[config.mk]
export PLATFORM = sky130hd
export DESIGN_NAME = fft16_sequencer_flat
export DESIGN_NICKNAME = d
export VERILOG_FILES = /design/src/rtl/fft16_pkg.sv /design/src/rtl/fft16_sequencer_if.sv /design/src/rtl/fft16_frame_counter.sv /design/src/rtl/fft16_sequencer.sv /design/src/flat_wrapper.sv
export SDC_FILE = /design/constraint.sdc
export NUM_CORES = 1
export LEC_CHECK = 0
export BUFFER_PORTS_ARGS = -buffer_cell sky130_fd_sc_hd__clkbuf_2
export CORE_UTILIZATION = 41
export DETAILED_ROUTE_END_ITERATION = 8
export GPL_TIMING_DRIVEN = 0
export PLACE_DENSITY_LB_ADDON = 0.2
export REMOVE_ABC_BUFFERS = 1
export SLEW_MARGIN = 20
export SYNTH_ARGS = -nofsm -noshare
export SYNTH_HDL_FRONTEND = slang
export SYNTH_SLANG_ARGS = --single-unit
[constraint.sdc]
create_clock -name clk -period 2.15 [get_ports clk]
set_clock_uncertainty 0.1 [all_clocks]
set_input_delay 0.43 -clock clk [delete_from_list [all_inputs] [get_ports clk]]
set_output_delay 0.43 -clock clk [all_outputs]
set_load 0.005 [all_outputs]
[src/rtl/fft16_pkg.sv]
// Shared types and helpers for the 16-point FFT frame sequencer.
package fft16_pkg;

    localparam int unsigned DEF_N_POINTS = 16;
    localparam int unsigned DEF_LOG2N    = 4;

    typedef enum logic [1:0] {
        LOAD    = 2'd0,
        COMPUTE = 2'd1,
        DRAIN   = 2'd2
    } state_t;

    // Mirror the index bits: position p maps to result slot bitrev(p).
    function automatic logic [DEF_LOG2N-1:0] bitrev(input logic [DEF_LOG2N-1:0] v);
        logic [DEF_LOG2N-1:0] r;
        r = '0;
        for (int i = 0; i < int'(DEF_LOG2N); i++) begin
            r[i] = v[int'(DEF_LOG2N) - 1 - i];
        end
        return r;
    endfunction

endpackage

[src/rtl/fft16_sequencer_if.sv]
// Handshake, enable and status bundle between the sequencer and the FFT pipeline.
interface fft16_sequencer_if
    import fft16_pkg::*;
#(
    parameter int unsigned LOG2N      = DEF_LOG2N,
    parameter int unsigned NUM_STAGES = 4
) ();

    logic                  in_valid;
    logic                  in_ready;
    logic                  load_en;
    logic [LOG2N-1:0]      load_idx;
    logic [NUM_STAGES-1:0] stage_en;
    logic                  out_valid;
    logic [LOG2N-1:0]      out_idx;
    logic                  out_ready;
    logic                  busy;
    logic                  done;

    modport master (
        input  in_valid, out_ready,
        output in_ready, load_en, load_idx, stage_en, out_valid, out_idx, busy, done
    );

    modport slave (
        output in_valid, out_ready,
        input  in_ready, load_en, load_idx, stage_en, out_valid, out_idx, busy, done
    );

endinterface

[src/rtl/fft16_frame_counter.sv]
// Wrapping frame counter with synchronous clear and a terminal-count flag.
module fft16_frame_counter
    import fft16_pkg::*;
#(
    parameter int unsigned W   = DEF_LOG2N,
    parameter int unsigned MAX = DEF_N_POINTS - 1
) (
    input  logic         clk,
    input  logic         rst,
    input  logic         inc,
    input  logic         clear,
    output logic [W-1:0] count,
    output logic         last_c
);

    // Clear wins over increment; the power-of-two frame size makes wrap free.
    always_ff @(posedge clk) begin
        if (rst || clear) begin
            count <= '0;
        end else if (inc) begin
            count <= count + W'(1);
        end
    end

    assign last_c = (count == W'(MAX));

endmodule

[src/rtl/fft16_sequencer.sv]
// Frame controller: loads 16 samples, pulses butterfly stage enables, drains results.
module fft16_sequencer
    import fft16_pkg::*;
#(
    parameter int unsigned N_POINTS   = DEF_N_POINTS,
    parameter int unsigned LOG2N      = DEF_LOG2N,
    parameter int unsigned NUM_STAGES = 4,
    parameter bit          BIT_REV    = 1'b1
) (
    input logic               clk,
    input logic               rst,
    fft16_sequencer_if.master bus
);

    localparam int unsigned KW = (NUM_STAGES > 1) ? $clog2(NUM_STAGES) : 1;

    state_t                state;
    state_t                state_nx;
    logic [KW-1:0]         k;
    logic [KW-1:0]         k_nx;
    logic [NUM_STAGES-1:0] stage_nx;
    logic [NUM_STAGES-1:0] stage_q;
    logic                  done_nx;
    logic                  done_q;
    logic                  in_ready_q;
    logic                  out_valid_q;
    logic                  busy_q;
    logic                  load_fire;
    logic                  load_last;
    logic                  xfer;
    logic                  drain_last;
    logic [LOG2N-1:0]      load_cnt;
    logic [LOG2N-1:0]      pos;

    assign load_fire = bus.in_valid & in_ready_q;
    assign xfer      = out_valid_q & bus.out_ready;

    fft16_frame_counter #(
        .W   (LOG2N),
        .MAX (N_POINTS - 1)
    ) u_load_cnt (
        .clk    (clk),
        .rst    (rst),
        .inc    (load_fire),
        .clear  (state != LOAD),
        .count  (load_cnt),
        .last_c (load_last)
    );

    // Drain position is zeroed while computing so DRAIN always opens at p=0.
    fft16_frame_counter #(
        .W   (LOG2N),
        .MAX (N_POINTS - 1)
    ) u_drain_pos (
        .clk    (clk),
        .rst    (rst),
        .inc    (xfer),
        .clear  (state == COMPUTE),
        .count  (pos),
        .last_c (drain_last)
    );

    always_ff @(posedge clk) begin
        if (rst) begin
            state       <= LOAD;
            k           <= '0;
            stage_q     <= '0;
            done_q      <= 1'b0;
            in_ready_q  <= 1'b1;
            out_valid_q <= 1'b0;
            busy_q      <= 1'b0;
        end else begin
            state       <= state_nx;
            k           <= k_nx;
            stage_q     <= stage_nx;
            done_q      <= done_nx;
            in_ready_q  <= (state_nx == LOAD);
            out_valid_q <= (state_nx == DRAIN);
            busy_q      <= (state_nx != LOAD);
        end
    end

    // Next-state plus the next value of each registered strobe.
    always_comb begin
        state_nx = state;
        k_nx     = k;
        stage_nx = '0;
        done_nx  = 1'b0;
        unique case (state)
            LOAD: begin
                if (load_fire && load_last) begin
                    state_nx = COMPUTE;
                    k_nx     = '0;
                    stage_nx = NUM_STAGES'(1);
                end
            end
            COMPUTE: begin
                if (k == KW'(NUM_STAGES - 1)) begin
                    state_nx = DRAIN;
                end else begin
                    k_nx     = k + KW'(1);
                    stage_nx = NUM_STAGES'(1) << k_nx;
                end
            end
            DRAIN: begin
                if (xfer && drain_last) begin
                    state_nx = LOAD;
                    done_nx  = 1'b1;
                end
            end
            default: begin
                state_nx = LOAD;
            end
        endcase
    end

    assign bus.in_ready  = in_ready_q;
    assign bus.load_en   = load_fire;
    assign bus.load_idx  = load_cnt;
    assign bus.stage_en  = stage_q;
    assign bus.out_valid = out_valid_q;
    assign bus.busy      = busy_q;
    assign bus.done      = done_q;

    generate
        if (BIT_REV) begin : g_rev
            assign bus.out_idx = bitrev(pos);
        end else begin : g_nat
            assign bus.out_idx = pos;
        end
    endgenerate

endmodule

[src/flat_wrapper.sv]
// flat-port wrapper written by rule: the top's interface ports become plain ports
module fft16_sequencer_flat import fft16_pkg::*;
#(
    parameter int unsigned N_POINTS   = DEF_N_POINTS,
    parameter int unsigned LOG2N      = DEF_LOG2N,
    parameter int unsigned NUM_STAGES = 4,
    parameter bit          BIT_REV    = 1'b1
)
  (clk, rst, bus_in_valid, bus_out_ready, bus_in_ready, bus_load_en, bus_load_idx, bus_stage_en, bus_out_valid, bus_out_idx, bus_busy, bus_done);
  fft16_sequencer_if #(.LOG2N(LOG2N), .NUM_STAGES(NUM_STAGES)) bus_i ();
  input logic clk;
  input logic rst;
  input wire logic [$bits(bus_i.in_valid)-1:0] bus_in_valid;
  input wire logic [$bits(bus_i.out_ready)-1:0] bus_out_ready;
  output wire logic [$bits(bus_i.in_ready)-1:0] bus_in_ready;
  output wire logic [$bits(bus_i.load_en)-1:0] bus_load_en;
  output wire logic [$bits(bus_i.load_idx)-1:0] bus_load_idx;
  output wire logic [$bits(bus_i.stage_en)-1:0] bus_stage_en;
  output wire logic [$bits(bus_i.out_valid)-1:0] bus_out_valid;
  output wire logic [$bits(bus_i.out_idx)-1:0] bus_out_idx;
  output wire logic [$bits(bus_i.busy)-1:0] bus_busy;
  output wire logic [$bits(bus_i.done)-1:0] bus_done;
  assign bus_i.in_valid = bus_in_valid;
  assign bus_i.out_ready = bus_out_ready;
  assign bus_in_ready = bus_i.in_ready;
  assign bus_load_en = bus_i.load_en;
  assign bus_load_idx = bus_i.load_idx;
  assign bus_stage_en = bus_i.stage_en;
  assign bus_out_valid = bus_i.out_valid;
  assign bus_out_idx = bus_i.out_idx;
  assign bus_busy = bus_i.busy;
  assign bus_done = bus_i.done;
  fft16_sequencer #(.N_POINTS(N_POINTS), .LOG2N(LOG2N), .NUM_STAGES(NUM_STAGES), .BIT_REV(BIT_REV)) u_core (.clk(clk), .rst(rst), .bus(bus_i));
endmodule
# [Word-level counts from Yosys, hierarchy flattened]
# Cells that the tools add are included.
[totals] elab_cells=46 output_inout_bits=17 register_bits=20
[classes] eq_ne=8 n_reduce_logical=11 shifts=1 add_sub_neg=3 muxes=11 bitwise=3
[ops] op="two-way mux 2 bit" count=5
[ops] op="adder 4 x 1 -> 4 bit (second input constant)" count=2
[ops] op="== test 4 bit (second input constant)" count=2
[ops] op="one-hot mux 4 bit (2 select lines)" count=1
[ops] op="== test 2 bit (second input constant)" count=3
[ops] op="one-hot mux 2 bit (3 select lines)" count=1
[ops] op="nonzero test 2 bit" count=3
[ops] op="zero test 2 bit" count=2
[ops] op="two-way mux 4 bit" count=1
[ops] op="one-hot mux 2 bit (2 select lines)" count=1
[ops] op="left shift 1 x 2 -> 4 bit (first input constant)" count=1
[ops] op="AND reduction 3 bit" count=1
[ops] op="adder 2 x 1 -> 2 bit (second input constant)" count=1
[ops] op="bitwise AND 1 bit" count=2
[ops] op="== test 2 x 1 -> 1 bit (second input constant)" count=1
[ops] op="logical AND 1 bit" count=2
[ops] op="logical OR 1 bit" count=2
[ops] op="two-way mux 1 bit" count=2
[ops] op="inequality test 2 x 1 -> 1 bit (second input constant)" count=1
[ops] op="inequality test 2 bit (second input constant)" count=1
[ops] op="OR reduction 2 bit" count=1
[ops] op="NOT 1 bit" count=1

# [Longest topological paths before layout]
[depth] depth_word=5 depth_mapped=4

# [Hierarchy]
# A second synthesis with hierarchy kept.
[unflattened] cells_unflattened=88 area_unflattened_um2=947.2
[by_module_without_submodules] mod="fft16_sequencer" n_inst=1 area_each_um2=559.3 seq_area_each_um2=240.2 cells_each=52
[by_module_without_submodules] mod="fft16_frame_counter" n_inst=2 area_each_um2=193.9 seq_area_each_um2=80.1 cells_each=18

# [Worst setup path before layout]
# OpenSTA, ideal clock, no wires.
[synth_path] path_type="register -> register" start="reg u_core.k[0]" end="reg u_core.k[0]" path_buffers=0 t_arrival_ns=1.165 required_ns=1.976 setup_ns=0.074 stages_incl_launch_ff=5 setup_slack_ns=0.811 cell_sequence="dfxtp_1 > ha_1 > nand2b_1 > or3_1 > a31oi_1"
[synth_between] elab_chain_len=3 elab_cells_between_ends=6 cone_classes="1 x add/sub; 2 x eq/ne; 2 x mux; 1 x reduce/logical"
[synth_rtl] element="start: declaration" line_no="fft16_sequencer.sv:19" source="logic [KW-1:0] k;"
[synth_rtl] element="start signal: assignment" line_no="fft16_sequencer.sv:74" source="k <= k_nx;"
[synth_rtl] element="adder 2 x 1 -> 2 bit or == test 2 bit (tied branches)" line_no="fft16_sequencer.sv:101, fft16_sequencer.sv:98"
[synth_rtl] element="two-way mux 2 bit or inequality test 2 bit (tied branches)"
[synth_rtl] element="one-hot mux 2 bit (2 select lines) or AND reduction 3 bit (tied branches)"
# Several ways; a longest one is shown, not always the timed one. The select of a mux whose other input is x is not followed.
# A chain may end at the register's enable or synchronous reset.

# [Final worst setup path]
[layout_path] start="reg u_core.in_ready_q (netlist: u_core.bus.in_ready)" end="out bus_load_en"
[layout_between] elab_chain_len=1
[layout_rtl] element="start: declaration" line_no="fft16_sequencer.sv:25" source="logic in_ready_q;"
[layout_rtl] element="start signal: assignment" line_no="fft16_sequencer.sv:77" source="in_ready_q <= (state_nx == LOAD);"
[layout_rtl] element="bitwise AND 1 bit" line_no="fft16_sequencer.sv:35" source="assign load_fire = bus.in_valid & in_ready_q;"
[layout_rtl] element="end: declaration" line_no="flat_wrapper.sv:16" source="output wire logic [$bits(bus_i.load_en)-1:0] bus_load_en;"
# No other way between the ends.

==> results.toml <==
[power_and_ir_drop]
p_sw_share_pct = 22.4
combPwrFrac_pct = 4.3
power.switching_mw = 0.142
p_leak_nw = 0.442
ir_drop_mv = 0.400
pwr-share-clk_pct = 35.7
p_int_mw = 0.490
power_density_nw_per_um2 = 610
pwr-share-seq_pct = 60.0

[clock_tree]
cts-resized-gates = 0
cts_num_sinks = 20
cts.reportedPaths.clkPinSlew_ns = 0.12
clk_latency_ns = 0.31
cts_buffers = 3
cts_setup_buffers = 0
cts-root-buf = "clkbuf_4"
hold_buffers = 0
cts_buffer_depth = 2
cts_tree = "built"
htree_levels = 1

[sta]
hold_slack_ns = 0.277
hold_viol_final = 0
setup_viol = 0
period_needed_ns = 1.55
setup_tns_ns = 0
tightest_slew_ns = 0.429
finalCritPeriodShare_pct = 72.2
rsz0062_at_grt = "false"
final-max-slew-violation-count = 0
fmax_mhz = 644
slew_headroom_pct = 71.3

[worst_setup_path]
crit_path_end_kind = "output port"
critPathMaxFanout = 5
start_kind = "register"
arrival_ns = 1.02
worstSetupPathType = "register to output port"
cp_data_required_time_ns = 1.62

[cells_and_area]
final_core_util_pct = 52.2
fillerInstances = 214
nets = 128
design_area_um2 = 1030
layout_common_cells = "clkbuf_2, dfxtp_1, nand2_1"
multi_input_area_um2 = 445
seqCellArea_um2 = 400
areaGrowthSynthToFinish_pct = 17.8
antenna_cells = 0
post_route_cells_drive_above_1_share_pct = 22.4

[placement]
place_hpwl_mm = 1.15
globalplace.congestion = 0.688
numPortBuffers = 20
place_area_um2 = 998

[logic_synthesis]
synth-seq-cells = 20
synth_area_leaders = "dfxtp_1, ha_1, nand2_1, xor2_1, or3_1"
yosysUniqueCellTypes = 25
syn_area_per_cell_um2 = 9.25
synth_area_um2 = 878
synth_warnings = 0
yosys.area.top_type = "dfxtp_1"
seq_area_frac_synth_pct = 45.6
synth.top_cell.area_share_pct = 45.6
syn_inst = 95

[floorplanning]
start_util_pct = 44.3
rows = 16
io_pins = 21
die_w_um = 48.3
die_h_um = 48.3
core-area_um2 = 1980
dieArea_um2 = 2330

[drt]
route.detailed.drc = 0
num_vias = 742
drtIter0Drc = 11
wl_per_cell_um = 11.4
wl_mm = 1.63
via_per_inst = 5.19
drt-pass1-iter-count = 4
ant_nets = 0

[global_routing]
overflow = 0
grt_pass1_vias = 609
grt_max_degree = 16
antenna_found_initial = 0
grt_pass1_wl_mm = 2.46
groute.usage.overall_pct = 15.7

[hold_path]
hp-class = "primary input to register"

[job]
max_cap_viol_count = 0

[outcome]
status = "complete, no violations"
[layer usage]
layer	track usage [%]	up-vias	wire length (um)
met5	0	-	0
met1	20.1	338	818
li1	-	381	-
met4	8.33	0	34
met3	5.56	5	69
met2	22.9	18	703
[power groups by stage]
stage          combinational [mW]  sequential, mW  clock [mW]
2_1_floorplan              0.0142           0.387           0
3_3_place_gp               0.0272           0.387           0
3_5_place_dp               0.0277           0.387           0
4_1_cts                    0.0277           0.379       0.229
5_1_grt                    0.0324           0.380       0.245
6_report                   0.0275           0.379       0.225
[through the flow]
step / total power, mW / std cells / setup slack (ns)
floorplan: 0.401 / 92 / 0.803
global placement: 0.414 / 139 / 0.707
detailed placement: 0.415 / 139 / 0.664
CTS: 0.636 / 143 / 0.584
global route: 0.657 / 143 / 0.484
finish: 0.632 / 143 / 0.598
[worst max-delay path, stage by stage, from the launching register on]
cell and delay (ns):
dfxtp_1 0.42, nand2_1 0.12, inv_1 0.07, clkbuf_2 0.10
[Yosys cell counts]
| master | number |
|---|---|
| a21boi_1 | 2 |
| a21oi_1 | 5 |
| a31oi_1 | 2 |
| and3_1 | 3 |
| buf_2 | 2 |
| clkbuf_1 | 1 |
| dfxtp_1 | 20 |
| ha_1 | 7 |
| inv_1 | 5 |
| nand2_1 | 10 |
| nand2b_1 | 3 |
| nand3_1 | 6 |
| nand3_2 | 1 |
| nand3b_1 | 2 |
| nor2_1 | 6 |
| nor3_1 | 1 |
| nor4_1 | 1 |
| o21ai_0 | 2 |
| o311a_1 | 1 |
| o311ai_0 | 2 |
| o311ai_1 | 1 |
| o32ai_1 | 2 |
| or3_1 | 5 |
| or3_4 | 1 |
| xor2_1 | 4 |
[cell type report]
| cell class | count | share of cell area (%) |
|---|---|---|
| timing repair buffer | 20 | 9.67 |
| inverter | 5 | 1.81 |
| clock buffer | 4 | 3.51 |
| multi-input combinational | 67 | 43.0 |
| sequential | 20 | 38.7 |
| tap | 27 | 3.26 |
[cell families (layout without fill, tap and decap cells)]
family / Yosys count / in the layout / share of synthesized area [%]
AO/OA/AOI/OAI: 17 / 17 / 13.2
AND/OR/NAND/NOR: 39 / 39 / 23.5
flip-flops: 20 / 20 / 45.6
buffers and inverters: 8 / 29 / 3.70
adder cells (fa/ha/maj): 7 / 7 / 9.97
XOR/XNOR: 4 / 4 / 3.99
[sequential cells by signal, summed over array words and instances (netlist names)]
signal and count:
u_core.bus.in_ready 1, u_core.bus.busy 1, u_core.bus.stage_en 4, u_core.u_load_cnt.count 4
u_core.state 2, u_core.bus.done 1, u_core.bus.out_valid 1, u_core.k 2
u_core.u_drain_pos.count 4
[path summary, 6_finish.rpt]
path	from	to	slack, ns	depth (start not counted)
max	u_core.bus.in_ready$_SDFF_PP1_	bus_load_en	0.60	3
min	bus_out_ready	u_core.u_drain_pos.count[1]$_SDFFE_PP0P_	0.28	3
max reg2reg	u_core.k[0]$_SDFFE_PP0P_	u_core.k[0]$_SDFFE_PP0P_	0.64	4
min reg2reg	u_core.u_drain_pos.count[1]$_SDFFE_PP0P_	u_core.u_drain_pos.count[1]$_SDFFE_PP0P_	0.40	2
Note: power is estimated with default switching activity, not from simulation.
